==> src/rtl/seven_seg_scanner_if.sv <==
// Core-to-display bus: write strobe/data in, scanned segment drive and status out.
interface seven_seg_scanner_if;
  logic        wr_en;
  logic [31:0] wr_data;
  logic [7:0]  seg;
  logic [6:0]  display;
  logic        pending;
  logic        frame_done;

  modport master (output wr_en, wr_data, input seg, display, pending, frame_done);
  modport slave  (input wr_en, wr_data, output seg, display, pending, frame_done);
endinterface

==> src/rtl/seven_seg_scanner.sv <==
// Time-multiplexed hex display driver with frame-boundary double buffering
// and optional leading-zero blanking.
module seven_seg_scanner #(
  parameter int NUM_DIGITS    = 8,
  parameter int REFRESH_DIV   = 25000,
  parameter int BLANK_LEADING = 1
) (
  input  logic                 clk,
  input  logic                 rst,
  seven_seg_scanner_if.slave   bus
);

  localparam int DW = $clog2(REFRESH_DIV);
  localparam int IW = (NUM_DIGITS > 1) ? $clog2(NUM_DIGITS) : 1;
  localparam logic [DW-1:0] DIV_LAST = DW'(REFRESH_DIV - 1);
  localparam logic [IW-1:0] IDX_LAST = IW'(NUM_DIGITS - 1);

  logic [DW-1:0] div_q, div_d;
  logic [IW-1:0] idx_q, idx_d;
  logic [31:0]   shown_q, shown_d;
  logic [31:0]   pend_data_q, pend_data_d;
  logic          pending_q, pending_d;
  logic [7:0]    seg_q, seg_d;
  logic [6:0]    display_q, display_d;

  logic          tick, boundary, upper_zero, blank;
  logic [3:0]    nibble;

  function automatic logic [6:0] hex7(input logic [3:0] v);
    case (v)
      4'h0: hex7 = 7'b1000000;  4'h1: hex7 = 7'b1111001;
      4'h2: hex7 = 7'b0100100;  4'h3: hex7 = 7'b0110000;
      4'h4: hex7 = 7'b0011001;  4'h5: hex7 = 7'b0010010;
      4'h6: hex7 = 7'b0000010;  4'h7: hex7 = 7'b1111000;
      4'h8: hex7 = 7'b0000000;  4'h9: hex7 = 7'b0010000;
      4'hA: hex7 = 7'b0001000;  4'hB: hex7 = 7'b0000011;
      4'hC: hex7 = 7'b1000110;  4'hD: hex7 = 7'b0100001;
      4'hE: hex7 = 7'b0000110;  default: hex7 = 7'b0001110;
    endcase
  endfunction

  // Scan timing and buffer transfer
  always_comb begin
    tick     = (div_q == DIV_LAST);
    boundary = tick && (idx_q == IDX_LAST);
    div_d    = tick ? '0 : div_q + 1'b1;
    idx_d    = idx_q;
    if (tick) idx_d = (idx_q == IDX_LAST) ? '0 : idx_q + 1'b1;

    shown_d     = shown_q;
    pend_data_d = pend_data_q;
    pending_d   = pending_q;
    // Boundary moves the pre-write value; a same-cycle write then re-arms pending.
    if (boundary && pending_q) begin
      shown_d   = pend_data_q;
      pending_d = 1'b0;
    end
    if (bus.wr_en) begin
      pend_data_d = bus.wr_data;
      pending_d   = 1'b1;
    end
  end

  // Digit drive for the current index, registered one cycle later
  always_comb begin
    nibble     = shown_q[{idx_q, 2'b00} +: 4];
    upper_zero = 1'b1;
    for (int j = 0; j < 8; j++)
      if (j < NUM_DIGITS && j >= int'(idx_q) && shown_q[4*j +: 4] != 4'h0)
        upper_zero = 1'b0;
    blank     = (BLANK_LEADING != 0) && (idx_q != '0) && upper_zero;
    seg_d     = blank ? 8'hFF : ~(8'h01 << idx_q);
    display_d = blank ? 7'h7F : hex7(nibble);
  end

  always_ff @(posedge clk) begin
    if (rst) begin
      div_q       <= '0;
      idx_q       <= '0;
      shown_q     <= '0;
      pend_data_q <= '0;
      pending_q   <= 1'b0;
      seg_q       <= 8'hFF;
      display_q   <= 7'h7F;
    end else begin
      div_q       <= div_d;
      idx_q       <= idx_d;
      shown_q     <= shown_d;
      pend_data_q <= pend_data_d;
      pending_q   <= pending_d;
      seg_q       <= seg_d;
      display_q   <= display_d;
    end
  end

  assign bus.seg        = seg_q;
  assign bus.display    = display_q;
  assign bus.pending    = pending_q;
  assign bus.frame_done = boundary;

endmodule

==> src/flat_wrapper.sv <==
// flat-port wrapper written by rule: the top's interface ports become plain ports
module seven_seg_scanner_flat 
#(
  parameter int NUM_DIGITS    = 8,
  parameter int REFRESH_DIV   = 25000,
  parameter int BLANK_LEADING = 1
)
  (clk, rst, bus_wr_en, bus_wr_data, bus_seg, bus_display, bus_pending, bus_frame_done);
  seven_seg_scanner_if bus_i ();
  input  logic clk;
  input  logic rst;
  input wire logic [$bits(bus_i.wr_en)-1:0] bus_wr_en;
  input wire logic [$bits(bus_i.wr_data)-1:0] bus_wr_data;
  output wire logic [$bits(bus_i.seg)-1:0] bus_seg;
  output wire logic [$bits(bus_i.display)-1:0] bus_display;
  output wire logic [$bits(bus_i.pending)-1:0] bus_pending;
  output wire logic [$bits(bus_i.frame_done)-1:0] bus_frame_done;
  assign bus_i.wr_en = bus_wr_en;
  assign bus_i.wr_data = bus_wr_data;
  assign bus_seg = bus_i.seg;
  assign bus_display = bus_i.display;
  assign bus_pending = bus_i.pending;
  assign bus_frame_done = bus_i.frame_done;
  seven_seg_scanner #(.NUM_DIGITS(NUM_DIGITS), .REFRESH_DIV(REFRESH_DIV), .BLANK_LEADING(BLANK_LEADING)) u_core (.clk(clk), .rst(rst), .bus(bus_i));
endmodule
==> config.mk <==
export PLATFORM = sky130hd
export DESIGN_NAME = seven_seg_scanner_flat
export DESIGN_NICKNAME = d
export VERILOG_FILES = /design/src/rtl/seven_seg_scanner_if.sv /design/src/rtl/seven_seg_scanner.sv /design/src/flat_wrapper.sv
export SDC_FILE = /design/constraint.sdc
export NUM_CORES = 1
export LEC_CHECK = 0
export BUFFER_PORTS_ARGS = -buffer_cell sky130_fd_sc_hd__buf_2
export CELL_PAD_IN_SITES_DETAIL_PLACEMENT = 0
export CELL_PAD_IN_SITES_GLOBAL_PLACEMENT = 2
export CORE_ASPECT_RATIO = 1.75
export CORE_MARGIN = 5
export CORE_UTILIZATION = 36
export CTS_CLUSTER_SIZE = 14
export DETAILED_ROUTE_END_ITERATION = 12
export PLACE_DENSITY = 0.78
export SLEW_MARGIN = 20
export SYNTH_ARGS = -nofsm -noshare
export SYNTH_HDL_FRONTEND = slang
export SYNTH_SLANG_ARGS = --single-unit
==> constraint.sdc <==
create_clock -name clk -period 2.8 [get_ports clk]
set_clock_uncertainty 0.15 [all_clocks]
set_input_delay 0.56 -clock clk [delete_from_list [all_inputs] [get_ports clk]]
set_output_delay 0.56 -clock clk [all_outputs]
set_load 0.02 [all_outputs]
==> metrics.md <==
| Metric | Value |
|---|---|
| Result of the run | finished clean |
| Cell-internal power | about 2200 uW |
| Post-synthesis sequential element count | 98 |
| Leakage power | 0.00199 uW |
| Area inside the core boundary | 11500 sq um |
| End of the worst hold path | u_core.div_q[0] |
| Relative contribution of combinational cells to total power | 0.046 |
| Routed via count divided by cell count | around 5 |
| Area enclosed by the die boundary | approximately 14000 sq um |
| Headroom to the max-slew limit | 0.646 |
| Setup violation total in the final timing report | 0 |
| Antenna diodes | 0 |
| Worst setup timing slack at the placement stage | between 300 and 400 ps |
| Predominant post-synthesis flop cell | dfxtp_1 |
| Kind of path behind the tightest hold check | reg2reg |
| EDFF count, synth | 0 |
| Final-report max-slew violation count | 0 |
| DIE HEIGHT | 152 um |
| Clock-pin slew on the worst setup and hold paths | roughly 70 ps |
| Count of nets after finishing | roughly 530 |
| Gate count after technology mapping | about 440 |
| Number of sinks driven by the clock tree | just under 100 |
| Post-Synthesis Mean Instance Area | ~9.5 sq um |
| Length in cells of the worst reg-to-reg path | 7 |
| Syn Std Cell Area | 4170 sq um |
| Total half-perimeter wirelength after legalization and detailed placement | between 6000 and 7000 um |
| Worst endpoint required time | about 2100 ps |
| Root Buffer Master | clkbuf_16 |
| Sum of negative setup slack | 0 ps |
| TritonCTS clock tree | yes |
| Worst Min Path Start | u_core.div_q[0] |
| Max incr delay on CP | between 500 and 600 ps |
| Ratio of final minimum period to clock period | 0.922 |
| Reg2Reg Launch Point | u_core.idx_q[0] |
| Highest clock rate | 0.388 GHz |
| Yosys warning total | 0 |
| Count of TritonRoute iterations in the first routing pass | 5 |
| Final wirelength | 9020 um |
| Hold Path Stages | 1 |
| Internal reg-to-reg setup slack | ~350 ps |
| Largest fanout on the critical path | 7 |
| DR vias | around 3100 |
| I/O pin count | 52 |
| Largest net degree at the start of global routing | 41 |
| Initial standard-cell utilization of the core | 0.364 |
| Core Util, Final | 0.423 |
| Final routed wire length divided by cell count | roughly 14 um |
| CP endpoint kind | primary output |
| Final Hold Slack | a little under 300 ps |
| Clock power frac | 0.444 |
| DRC viols | 0 |
| Vias in the first global route | 3190 |
| Number of buffers created by CTS | 9 |
| Tightest Pin Transition | 531 ps |
| Row count | 52 |
| Initial antenna violation count | 0 |
| Final WS setup | between 200 and 250 ps |
| Final critical-path required period | ~2600 ps |
| Distinct cell type count of the synthesized netlist | 48 |
| Synthesis-to-layout area growth | 16.2% |
| Part of the Yosys area used for sequential elements | 0.470 |
| Sequential group share of total power | 0.510 |
| Library cell contributing the largest single delay on the critical path | dfxtp_1 |
| FFs w/ async S/R, synth | 0 |
| Overall fraction of global-route tracks in use | 0.133 |
| Grt ovf | 0 |
| Post-route ant nets | 0 |
| Quantity of I/O buffers inserted on ports | about 50 |
| Most common cell after layout, fill and taps aside | dfxtp_1 |
| Maximum vdd drop | between 300 and 400 uV |
| Total power after layout | 2840 uW |
| Switching power as a share of total power | 0.220 |
| Hold Fails Final Rpt | 0 |
| Most used cells in the layout excluding fill and tap cells | 97 x dfxtp_1, 76 x nand2_1, 53 x nor2_1 |
| Cell Pwr Density | slightly below 600 nW/um^2 |
| Insertion delay to the later sink of the worst-skew pair | 340 ps |
| Initial drt markers | 92 |
| Sw power | ~630 uW |
| Final Wtd Congestion | ~0.8 |
| Kind of critical path | reg2out |
| Endpoint of the lowest-slack register-to-register path | u_core.bus.display[3] |
| RSZ-0062 raised after global routing | no |
| Dominant cell type by count on the critical path | ha_1 |
| Fraction of final layout cells with drive strength greater than 1 | 0.186 |
| CP top delay family | flip-flops |
| First-pass GRT wire length | roughly 15000 um |
| Deepest clock path buffer count | 2 |
| Critical path arrival | 1870 ps |
| Horiz. Die Dim | between 90 and 100 um |
| Number of violations of the max-capacitance limit | 0 |
| Worst Setup Start Kind | register |
| Number of buffer and inverter stages on the critical path | 3 |
| # fillers | 1180 |
| Nets in the synthesized netlist | 487 |
| Cell Chain, Critical Path | buf_4, ha_1, ha_1, nand2_1, inv_1, buf_2 |
| CTS H-tree lvls | 3 |
==> per-stage QoR <==
| step | cells | area, sq um |
|---|---|---|
| global route | 625 | 4850 |
| global placement | 609 | 4530 |
| floorplan | 439 | 4170 |
| detailed placement | 609 | 4530 |
| finish | 625 | 4850 |
| CTS | 625 | 4840 |
==> synth_stat cells (2+ instances only) <==
master	instances	area share
a21oi_1	38	0.046
nor3_1	6	0.0072
or4_1	4	0.0072
mux2_2	2	0.0054
clkbuf_1	15	0.014
buf_2	4	0.0048
nor4_1	4	0.0060
mux4_2	3	0.016
dfxtp_1	98	0.47
or3_1	2	0.0030
mux2i_4	2	0.011
mux2_4	2	0.0072
and3_1	5	0.0075
o21ai_1	2	0.0024
nor2_1	53	0.048
mux2i_1	33	0.079
inv_1	13	0.012
buf_6	3	0.0081
nand3_1	16	0.019
clkbuf_8	2	0.0066
nand2_1	76	0.068
ha_1	13	0.039
xor2_1	3	0.0063
a211oi_1	2	0.0036
xnor2_1	9	0.019
o211ai_1	3	0.0054
mux4_1	5	0.032
==> flip-flops by register name (all words and copies together), names as in the netlist <==
| register | flops |
|---|---|
| u_core.bus.display | 7 |
| u_core.bus.pending | 1 |
| u_core.bus.seg | 8 |
| u_core.div_q | 15 |
| u_core.idx_q | 3 |
| u_core.pend_data_q | 32 |
| u_core.shown_q | 32 |
==> layout make-up <==
| class | count | area [sq um] | share of cell area |
|---|---|---|---|
| Tap cell | 135 | 169 | 0.0349 |
| Multi-Input combinational cell | 303 | 2020 | 0.416 |
| Sequential cell | 98 | 1960 | 0.405 |
| Inverter | 13 | 48.8 | 0.0101 |
| Clock inverter | 6 | 72.6 | 0.0150 |
| Timing Repair Buffer | 60 | 335 | 0.0692 |
| Clock buffer | 10 | 239 | 0.0493 |
==> metal layers <==
metal	vias up	GRT usage	part of all wire
li1	1596	-	-
met1	1452	0.160	0.44
met2	45	0.230	0.52
met3	10	0.0272	0.028
met4	0	0.0510	0.016
met5	-	0	0
==> cell families after synthesis <==
group | after synthesis | share of synthesized area
compound gates | 58 | 0.0867
xor+xnor | 12 | 0.0252
fa+ha+maj | 13 | 0.0390
buf+inv | 38 | 0.0456
flops | 98 | 0.470
mux | 47 | 0.150
simple gates | 173 | 0.183
==> how the worst max path moves through the flow <==
stage	from	endpoint	slack, ps	cells past startpoint
2_1_floorplan	u_core.idx_q[0]	u_core.bus.display[3]	290	8
3_3_place_gp	u_core.idx_q[0]	u_core.bus.display[3]	410	7
3_5_place_dp	u_core.idx_q[0]	u_core.bus.display[3]	360	7
4_1_cts	u_core.idx_q[1]	bus_frame_done	120	5
5_1_grt	u_core.idx_q[0]	bus_frame_done	70	6
6_report	u_core.idx_q[0]	bus_frame_done	220	6
==> power groups by stage <==
stage	sequential, uW	combinational, uW	clock, uW
2_1_floorplan	1490	78.9	0
3_3_place_gp	1480	130	0
3_5_place_dp	1480	133	0
4_1_cts	1450	133	1300
5_1_grt	1450	147	1370
6_report	1450	130	1260
==> timing repair <==
action	4_1_cts	5_1_grt
setup buffers	0	0
hold endpoints to repair	0	0
hold buffers	0	0
endpoints found under the setup margin	0	1
resized for setup	0	1
(Power assumes the default switching activity.)
